--- src/rtl/jb_ul_oran_fifo_pkg.sv ---
// jb_ul_oran_fifo_pkg: shared defaults and level-width helper for the UL O-RAN parameter FIFO.
package jb_ul_oran_fifo_pkg;
    localparam int DEF_DATA_W = 24;
    localparam int DEF_DEPTH  = 32;

    function automatic int lvl_w(input int depth);
        return $clog2(depth) + 1;
    endfunction
endpackage

--- src/rtl/ul_oran_fifo_dpram.sv ---
// ul_oran_fifo_dpram: DATA_W x DEPTH storage, synchronous write, asynchronous read, no reset.
module ul_oran_fifo_dpram #(
    parameter int DATA_W = 24,
    parameter int DEPTH  = 32,
    localparam int AW    = $clog2(DEPTH)
) (
    input  logic              clk,
    input  logic              i_we,
    input  logic [AW-1:0]     i_waddr,
    input  logic [DATA_W-1:0] i_wdata,
    input  logic [AW-1:0]     i_raddr,
    output logic [DATA_W-1:0] o_rdata
);
    logic [DATA_W-1:0] r_mem [DEPTH];

    always_ff @(posedge clk)
        if (i_we) r_mem[i_waddr] <= i_wdata;

    assign o_rdata = r_mem[i_raddr];
endmodule

--- src/rtl/jb_ul_oran_param_fifo.sv ---
// jb_ul_oran_param_fifo: parameterised synchronous FIFO with registered status flags,
// error pulses, flush, and standard or first-word-fall-through read mode.
module jb_ul_oran_param_fifo
    import jb_ul_oran_fifo_pkg::*;
#(
    parameter int DATA_W = DEF_DATA_W,
    parameter int DEPTH  = DEF_DEPTH,
    parameter int AF_LVL = DEPTH - 2,
    parameter int AE_LVL = 2,
    parameter int FWFT   = 0
) (
    input  logic                      clk,
    input  logic                      rst,
    input  logic                      flush,
    input  logic                      write,
    input  logic [DATA_W-1:0]         write_data,
    input  logic                      read,
    output logic [DATA_W-1:0]         read_data,
    output logic [lvl_w(DEPTH)-1:0]   level,
    output logic                      full,
    output logic                      almost_full,
    output logic                      empty,
    output logic                      almost_empty,
    output logic                      overflow,
    output logic                      underflow
);
    localparam int AW    = $clog2(DEPTH);
    localparam int LVL_W = lvl_w(DEPTH);

    if ((DEPTH & (DEPTH - 1)) != 0 || DEPTH < 4 || DEPTH > 1024 || AE_LVL >= AF_LVL || AF_LVL > DEPTH) begin : g_bad_param
        $error("jb_ul_oran_param_fifo: illegal DEPTH/AF_LVL/AE_LVL");
    end

    logic [AW-1:0]     r_wptr, r_rptr;
    logic [LVL_W-1:0]  r_level;
    logic              r_full, r_afull, r_empty, r_aempty, r_ovf, r_unf;
    logic              w_wr, w_rd;
    logic [LVL_W-1:0]  w_lvl_nxt;
    logic [DATA_W-1:0] w_mem_q;

    // Full with a simultaneous read still accepts the write; reads never bypass an empty FIFO.
    assign w_wr      = write && (!r_full || read) && !flush;
    assign w_rd      = read && !r_empty && !flush;
    assign w_lvl_nxt = flush ? '0 : r_level + LVL_W'(w_wr) - LVL_W'(w_rd);

    always_ff @(posedge clk or posedge rst)
        if (rst) begin
            r_wptr   <= '0;
            r_rptr   <= '0;
            r_level  <= '0;
            r_full   <= 1'b0;
            r_afull  <= 1'b0;
            r_empty  <= 1'b1;
            r_aempty <= 1'b1;
            r_ovf    <= 1'b0;
            r_unf    <= 1'b0;
        end else begin
            r_wptr   <= flush ? '0 : r_wptr + AW'(w_wr);
            r_rptr   <= flush ? '0 : r_rptr + AW'(w_rd);
            r_level  <= w_lvl_nxt;
            r_full   <= w_lvl_nxt == LVL_W'(DEPTH);
            r_afull  <= w_lvl_nxt >= LVL_W'(AF_LVL);
            r_empty  <= w_lvl_nxt == '0;
            r_aempty <= w_lvl_nxt <= LVL_W'(AE_LVL);
            r_ovf    <= !flush && write && r_full && !read;
            r_unf    <= !flush && read && r_empty;
        end

    ul_oran_fifo_dpram #(.DATA_W(DATA_W), .DEPTH(DEPTH)) u_mem (
        .clk     (clk),
        .i_we    (w_wr),
        .i_waddr (r_wptr),
        .i_wdata (write_data),
        .i_raddr (r_rptr),
        .o_rdata (w_mem_q)
    );

    if (FWFT != 0) begin : g_fwft
        assign read_data = w_mem_q;
    end else begin : g_std
        logic [DATA_W-1:0] r_rd_data;
        always_ff @(posedge clk or posedge rst)
            if (rst) r_rd_data <= '0;
            else if (w_rd) r_rd_data <= w_mem_q;
        assign read_data = r_rd_data;
    end

    assign level        = r_level;
    assign full         = r_full;
    assign almost_full  = r_afull;
    assign empty        = r_empty;
    assign almost_empty = r_aempty;
    assign overflow     = r_ovf;
    assign underflow    = r_unf;
endmodule
--- config.mk ---
export PLATFORM = sky130hd
export DESIGN_NAME = jb_ul_oran_param_fifo
export DESIGN_NICKNAME = d
export VERILOG_FILES = /design/src/rtl/jb_ul_oran_fifo_pkg.sv /design/src/rtl/ul_oran_fifo_dpram.sv /design/src/rtl/jb_ul_oran_param_fifo.sv
export SDC_FILE = /design/constraint.sdc
export NUM_CORES = 1
export LEC_CHECK = 0
export BUFFER_PORTS_ARGS = -buffer_cell sky130_fd_sc_hd__buf_2
export CAP_MARGIN = 10
export CORE_AREA = 2 2 236 238
export DETAILED_ROUTE_END_ITERATION = 7
export DIE_AREA = 0 0 238 240
export GPL_ROUTABILITY_DRIVEN = 0
export GPL_TIMING_DRIVEN = 0
export PLACE_DENSITY_LB_ADDON = 0.3
export SLEW_MARGIN = 10
export SYNTH_ARGS = -nofsm -noshare
export SYNTH_HDL_FRONTEND = slang
export SYNTH_SLANG_ARGS = --single-unit
--- constraint.sdc ---
create_clock -name clk -period 5.4 [get_ports clk]
set_clock_uncertainty 0.2 [all_clocks]
set_input_delay 0.81 -clock clk [delete_from_list [all_inputs] [get_ports clk]]
set_output_delay 0.81 -clock clk [all_outputs]
set_load 0.005 [all_outputs]
==> results of run 1 <==
[final timing paths]
kind	slack (ps)	end
worst min register to register	280	read_data[15]
worst max register to register	790	almost_empty
worst max-delay path	790	almost_empty
max in group asynchronous	4030	read_data[15]
worst min-delay path	210	overflow
min in group asynchronous	460	full
[cell type report]
cell class | instances | area share [%]
Sequential cell | 814 | 66.8
Antenna cell | 2 | 0.0138
Inverter | 14 | 0.145
Clock inverter | 37 | 0.929
Buffer | 86 | 1.80
Tap cell | 704 | 2.43
Clock buffer | 110 | 5.98
Timing Repair Buffer | 98 | 3.25
Multi-Input combinational cell | 603 | 18.6
[cells by family (layout without fill, tap and decap cells)]
group / after synthesis / after routing / synth area share [%]
flops: 814 / 814 / 77.1
mux: 256 / 256 / 13.3
compound gates: 188 / 188 / 4.46
simple gates: 139 / 139 / 2.23
buf+inv: 100 / 345 / 2.24
fa+ha+maj: 11 / 11 / 0.462
xor+xnor: 9 / 9 / 0.251
other cells: 0 / 2 / 0
[Yosys cell counts (all sizes together) (3+ instances only)]
cell type    n
edfxtp     768
nand3b       7
or3          3
o22ai       72
nand2b       3
o21ai       17
nand2       32
a22oi       32
a22o        16
clkbuf      30
dfrtp       44
o41ai        8
or2          4
mux4       128
inv         14
buf         56
nor2b        8
a21oi       20
nor3         4
xnor2        4
a221oi      16
mux2i      128
xor2         5
nor2        46
nand3        8
ha          10
or4         17
[layer usage]
metal / vias up / GRT usage (%) / routed length (um)
met2: 868 / 43.2 / 36200
met5: - / 0 / 52
li1: 6673 / - / -
met3: 185 / 6.04 / 6510
met4: 8 / 11.1 / 3180
met1: 8342 / 35.4 / 28400
[power breakdown]
| group | internal [mW] | switching [mW] | leakage [nW] |
|---|---|---|---|
| Sequential | 7.05 | 0.135 | 7.50 |
| Combinational | 0.702 | 0.822 | 2.84 |
| Clock | 3.02 | 2.32 | 1.22 |
| Total | 10.8 | 3.27 | 11.6 |
[critical path, stage by stage, from the launching register on]
cell,delay (ps)
dfstp_2,530
nand3b_1,350
buf_1,620
clkbuf_1,520
inv_1,250
ha_1,350
inv_1,60
ha_1,160
inv_1,60
fa_1,430
nor2b_1,130
o21ai_0,110
a21boi_0,290
nor3_1,140
nor4b_1,300
[sequential cells by signal, indices dropped and copies added, names as in the netlist]
name / flops
r_rptr: 5
almost_empty: 1
almost_full: 1
u_mem.r_mem: 768
overflow: 1
full: 1
underflow: 1
r_wptr: 5
read_data: 24
empty: 1
level: 6
==> results.json, run 1 <==
{
  "fillers": 3432,
  "p_leak_nw": 11.6,
  "synth.distinct_cells": 51,
  "wl_per_cell_um": 30.1,
  "die_y_um": 240,
  "dpl.hpwl_um": 46700,
  "fin_crit_sh_pct": 85.3,
  "drive_gt1_share_pct": 25.5,
  "route.detailed.drc": 0,
  "clock-sinks": 814,
  "io_pins": 65,
  "hold_slack_ps": 210,
  "dp_cells": 2318,
  "multi_input_area_um2": 6740,
  "ant_nets": 0,
  "async_flop_share_pct": 5.65,
  "grt_pass1_wl_um": 108000,
  "via_count": 16100,
  "synth_seq_area_share_pct": 77.1,
  "syn-cell-area_um2": 31400,
  "r2r_start": "empty",
  "setup_viol": 0,
  "htreeDepth": 3,
  "numCtsBuffers": 79,
  "ys_ff_latch": 814,
  "final.setup.worst_slack_ps": 793,
  "vias_per_cell": 6.51,
  "clock_path_buffers": 3,
  "grtUsageTotal_pct": 26.7,
  "yosysTopAreaCellShare_pct": 73.4,
  "maxCapViolCount": 0,
  "p_total_mw": 14.0,
  "clkTransAtPathRegs_ps": 60,
  "cts_tree": "built",
  "period_minus_slack_ps": 4610,
  "die_area_um2": 57100,
  "endpoint_kind": "register",
  "portBuffers": 64,
  "crit_start": "empty",
  "syn-num-nets": 1557,
  "slew_viol_final": 0,
  "stdcell_count": 2468,
  "yosys.area.top_type": "edfxtp_1",
  "grt_setup_unrepaired": "false",
  "worstPathArrival_ps": 4930,
  "max_clock_freq_ghz": 0.217,
  "hold_viol_final": 0,
  "ff2ff_path_depth": 14,
  "avgSynthCellArea_um2": 20.7,
  "yosys_warnings": 0,
  "synth_edf_count": 768,
  "antenna_found_initial": 5,
  "ctsResizeCount": 0,
  "place_ws_ps": 438,
  "synth_cells": 1517,
  "crit_type": "reg -> reg",
  "final_cell_mix": "edfxtp_1, mux2i_1, mux4_2",
  "wirelength_um": 74400,
  "insertion_delay_ps": 630,
  "post_cts_buffers": 0,
  "cts_root_buf": "clkbuf_16",
  "grt_max_degree": 37,
  "fin_util_pct": 66.3,
  "start_util_pct": 57.5,
  "ys_top_cells_by_area": "edfxtp_1, mux4_2, mux2i_1",
  "path_max_fanout": 10,
  "nNetsFinal": 1736,
  "hold_class": "in -> reg",
  "grt_pass1_vias": 16300,
  "first_pass_iters": 5,
  "num_rows": 86,
  "critPathRequiredTime_ps": 5730,
  "synth_ff_type": "edfxtp_1",
  "critPathLaunchType": "register",
  "seqCellArea_um2": 24200,
  "die_w_um": 238,
  "placed_area_um2": 33700,
  "holdPathStages": 3,
  "drt_iter0_markers": 1838,
  "run_status": "completed",
  "core_area_um2": 54700,
  "setup-tns-final_ps": 0,
  "power_density_nw_per_um2": 388,
  "tightest_slew_ps": 1080,
  "overflow": 0,
  "min_from": "write",
  "syn2layout_area_growth_pct": 15.3,
  "ir_drop_v": 0.000361,
  "mostFrequentLayoutCell": "edfxtp_1",
  "postCtsHoldBufs": 1,
  "fin_area_um2": 36200,
  "worst_slew_margin_rel_pct": 27.7
}
(Power assumes the default switching activity.)
==> run 2, diff against run 1 <==
--- a/config.mk
+++ b/config.mk
@@ -7,11 +7,12 @@
 export LEC_CHECK = 0
 export BUFFER_PORTS_ARGS = -buffer_cell sky130_fd_sc_hd__buf_2
 export CAP_MARGIN = 10
-export CORE_AREA = 2 2 236 238
+export CORE_AREA = 2 2 249 226
 export DETAILED_ROUTE_END_ITERATION = 7
-export DIE_AREA = 0 0 238 240
+export DIE_AREA = 0 0 251 228
 export GPL_ROUTABILITY_DRIVEN = 0
 export GPL_TIMING_DRIVEN = 0
+export HOLD_SLACK_MARGIN = 0.12
 export PLACE_DENSITY_LB_ADDON = 0.3
 export SLEW_MARGIN = 10
 export SYNTH_ARGS = -nofsm -noshare
==> run 2 against run 1 <==
Worst setup slack got worse by 55 ps. Register-to-register slack got worse by 60 ps. Non-clock buffer count did not move. Combinational power barely moved. Flip-flop and latch count did not move. Count of clock-buffer cells in the layout fell by 9. Largest power group unchanged. Final cell count rose by 0.16%. Die area rose by 0.19%. Sequential power fell by 0.7%. Critical path depth did not move. Via count rose by 2.3%. Sequential share of layout area fell by 0.099 points.
==> results.json, run 2 (synthesis gave the netlist of run 1 again) <==
{
  "run_status": "completed",
  "power_density_nw_per_um2": 389,
  "die_y_um": 228,
  "die_w_um": 251,
  "fillers": 3431,
  "ff2ff_path_depth": 14,
  "antenna_found_initial": 3,
  "r2r_start": "empty",
  "mostFrequentLayoutCell": "edfxtp_1",
  "cp_top_family": "buffers and inverters",
  "route.met3.wl_um": 8090,
  "numCtsBuffers": 79,
  "largest_reg_flops": 768,
  "worst_slew_margin_rel_pct": 29.9,
  "clock_power_share_pct": 38.4,
  "wl_met2_um": 36200,
  "grt_max_degree": 33,
  "cts_tree": "built",
  "swShare_pct": 23.2,
  "power_switching_mw": 3.27,
  "top_register": "u_mem.r_mem",
  "wl_per_cell_um": 31.3,
  "grt_pass1_vias": 16600,
  "path_common_cell": "inv_1",
  "overflow": 0,
  "tightest_slew_ps": 1050,
  "clock_path_buffers": 3,
  "pwr-share-comb_pct": 11.0,
  "p_int_mw": 10.8,
  "p_total_mw": 14.1,
  "worstPathArrival_ps": 4980,
  "maxCapViolCount": 0,
  "dpl.hpwl_um": 48600,
  "num_rows": 82,
  "critPathBufInv": 5,
  "max_clock_freq_ghz": 0.214,
  "crit_type": "reg -> reg",
  "hold_viol_final": 0,
  "p_seq_share_pct": 50.6,
  "drt_iter0_markers": 2384,
  "cp.depth": 14,
  "syn2layout_area_growth_pct": 15.5,
  "clock-sinks": 814,
  "core_area_um2": 55000,
  "p_leak_nw": 11.6,
  "setup-tns-final_ps": 0,
  "wirelength_um": 77400,
  "portBuffers": 64,
  "setup_viol": 0,
  "crit_chain": "nand3b_1 -> buf_1 -> clkbuf_1 -> inv_1 -> ha_1 -> inv_1 -> ha_1 -> inv_1 -> fa_1 -> nor2b_1 -> o21ai_0 -> a21boi_0 -> nor3_1 -> nor4b_1",
  "reg2reg_to": "almost_empty",
  "period_minus_slack_ps": 4660,
  "cts_root_buf": "clkbuf_16",
  "met1_length_um": 30100,
  "drive_gt1_share_pct": 25.7,
  "io_pins": 65,
  "first_pass_iters": 5,
  "highest-signal-layer": "met5",
  "start_util_pct": 57.1,
  "reg2reg_slack_ps": 740,
  "via_count": 16400,
  "cp_slowest_stage_delay_ps": 730,
  "final_cell_mix": "edfxtp_1, mux2i_1, mux4_2",
  "insertion_delay_ps": 630,
  "route.detailed.drc": 0,
  "ir_drop_v": 0.000304,
  "critPathRequiredTime_ps": 5720,
  "ant_nets": 0,
  "grt_setup_unrepaired": "false",
  "cp-endpoint": "almost_empty",
  "die_area_um2": 57200,
  "crit_start": "empty",
  "vias_per_cell": 6.65,
  "ctsResizeCount": 0,
  "grt_pass1_wl_um": 112000,
  "cp_slowest_cell": "buf_1",
  "hold_class": "in -> reg",
  "htreeDepth": 3,
  "clkTransAtPathRegs_ps": 60,
  "slew_viol_final": 0,
  "path_max_fanout": 10,
  "nNetsFinal": 1736,
  "endpoint_kind": "register",
  "critPathLaunchType": "register",
  "fin_crit_sh_pct": 86.3,
  "grtUsageTotal_pct": 27.7
}
run 2: cell count changes in the layout (fill, tap and decap cells not counted), sizes merged:
cell / previous run / this run
clkinv: 27 / 30
bufinv: 4 / 6
clkinvlp: 2 / 0
clkbuf: 140 / 131
run 2: power groups by stage:
stage / Clock (mW) / Combinational [mW] / Sequential (mW)
floorplan: 0 / 0.999 / 7.26
global placement: 0 / 1.48 / 7.27
global route: 5.70 / 1.66 / 7.15
CTS: 5.46 / 1.56 / 7.14
finish: 5.42 / 1.55 / 7.14
detailed placement: 0 / 1.54 / 7.27
run 2: worst reg2reg max path: stages (launching register included):
cell and delay, ps:
dfstp_2 540, nand3b_1 390, buf_1 730, clkbuf_1 580, inv_1 160, ha_1 320, inv_1 60, ha_1 160
inv_1 60, fa_1 430, nor2b_1 120, o21ai_0 100, a21boi_0 260, nor3_1 130, nor4b_1 330
run 2: per-stage QoR:
step	hold WS (ps)	worst slack, ps	utilization (%)	area (um2)	cells
floorplan	273	1570	-	31400	1517
global placement	265	490	59.3	32600	2295
detailed placement	276	423	61.3	33700	2328
CTS	177	811	66.0	36300	2470
global route	185	500	66.0	36300	2470
finish	199	738	66.0	36300	2472
run 2: metal layers:
metal | global-route usage (%) | up-vias
met1 | 39.5 | 8528
met4 | 10.1 | 2
li1 | - | 6679
met3 | 6.14 | 207
met2 | 42.8 | 1032
met5 | 0 | -
run 2: what timing repair did:
item / 4_1_cts / 5_1_grt
endpoints found under the hold margin: 16 / 0
hold buffers: 1 / 0
setup buffers: 0 / 0
run 2: how the worst min path moves through the flow:
| stage | start | end | slack (ps) | cells after the start |
|---|---|---|---|---|
| global placement | read_data[7] | read_data[7] | 270 | 2 |
| floorplan | read_data[14] | read_data[14] | 270 | 2 |
| finish | write | overflow | 200 | 3 |
| detailed placement | read_data[2] | read_data[2] | 280 | 2 |
| global route | write | overflow | 180 | 3 |
| CTS | write | overflow | 180 | 3 |
run 2: cell type report:
type / instances / area, um2 / area share (%)
antenna: 2 / 5.00 / 0.0138
buffer: 86 / 651 / 1.79
clock buffer: 101 / 2120 / 5.85
clock inverter: 40 / 405 / 1.12
inverter: 14 / 52.6 / 0.145
multi-input combinational: 603 / 6740 / 18.6
sequential: 814 / 24200 / 66.7
tap: 714 / 893 / 2.46
timing repair buffer: 98 / 1190 / 3.29
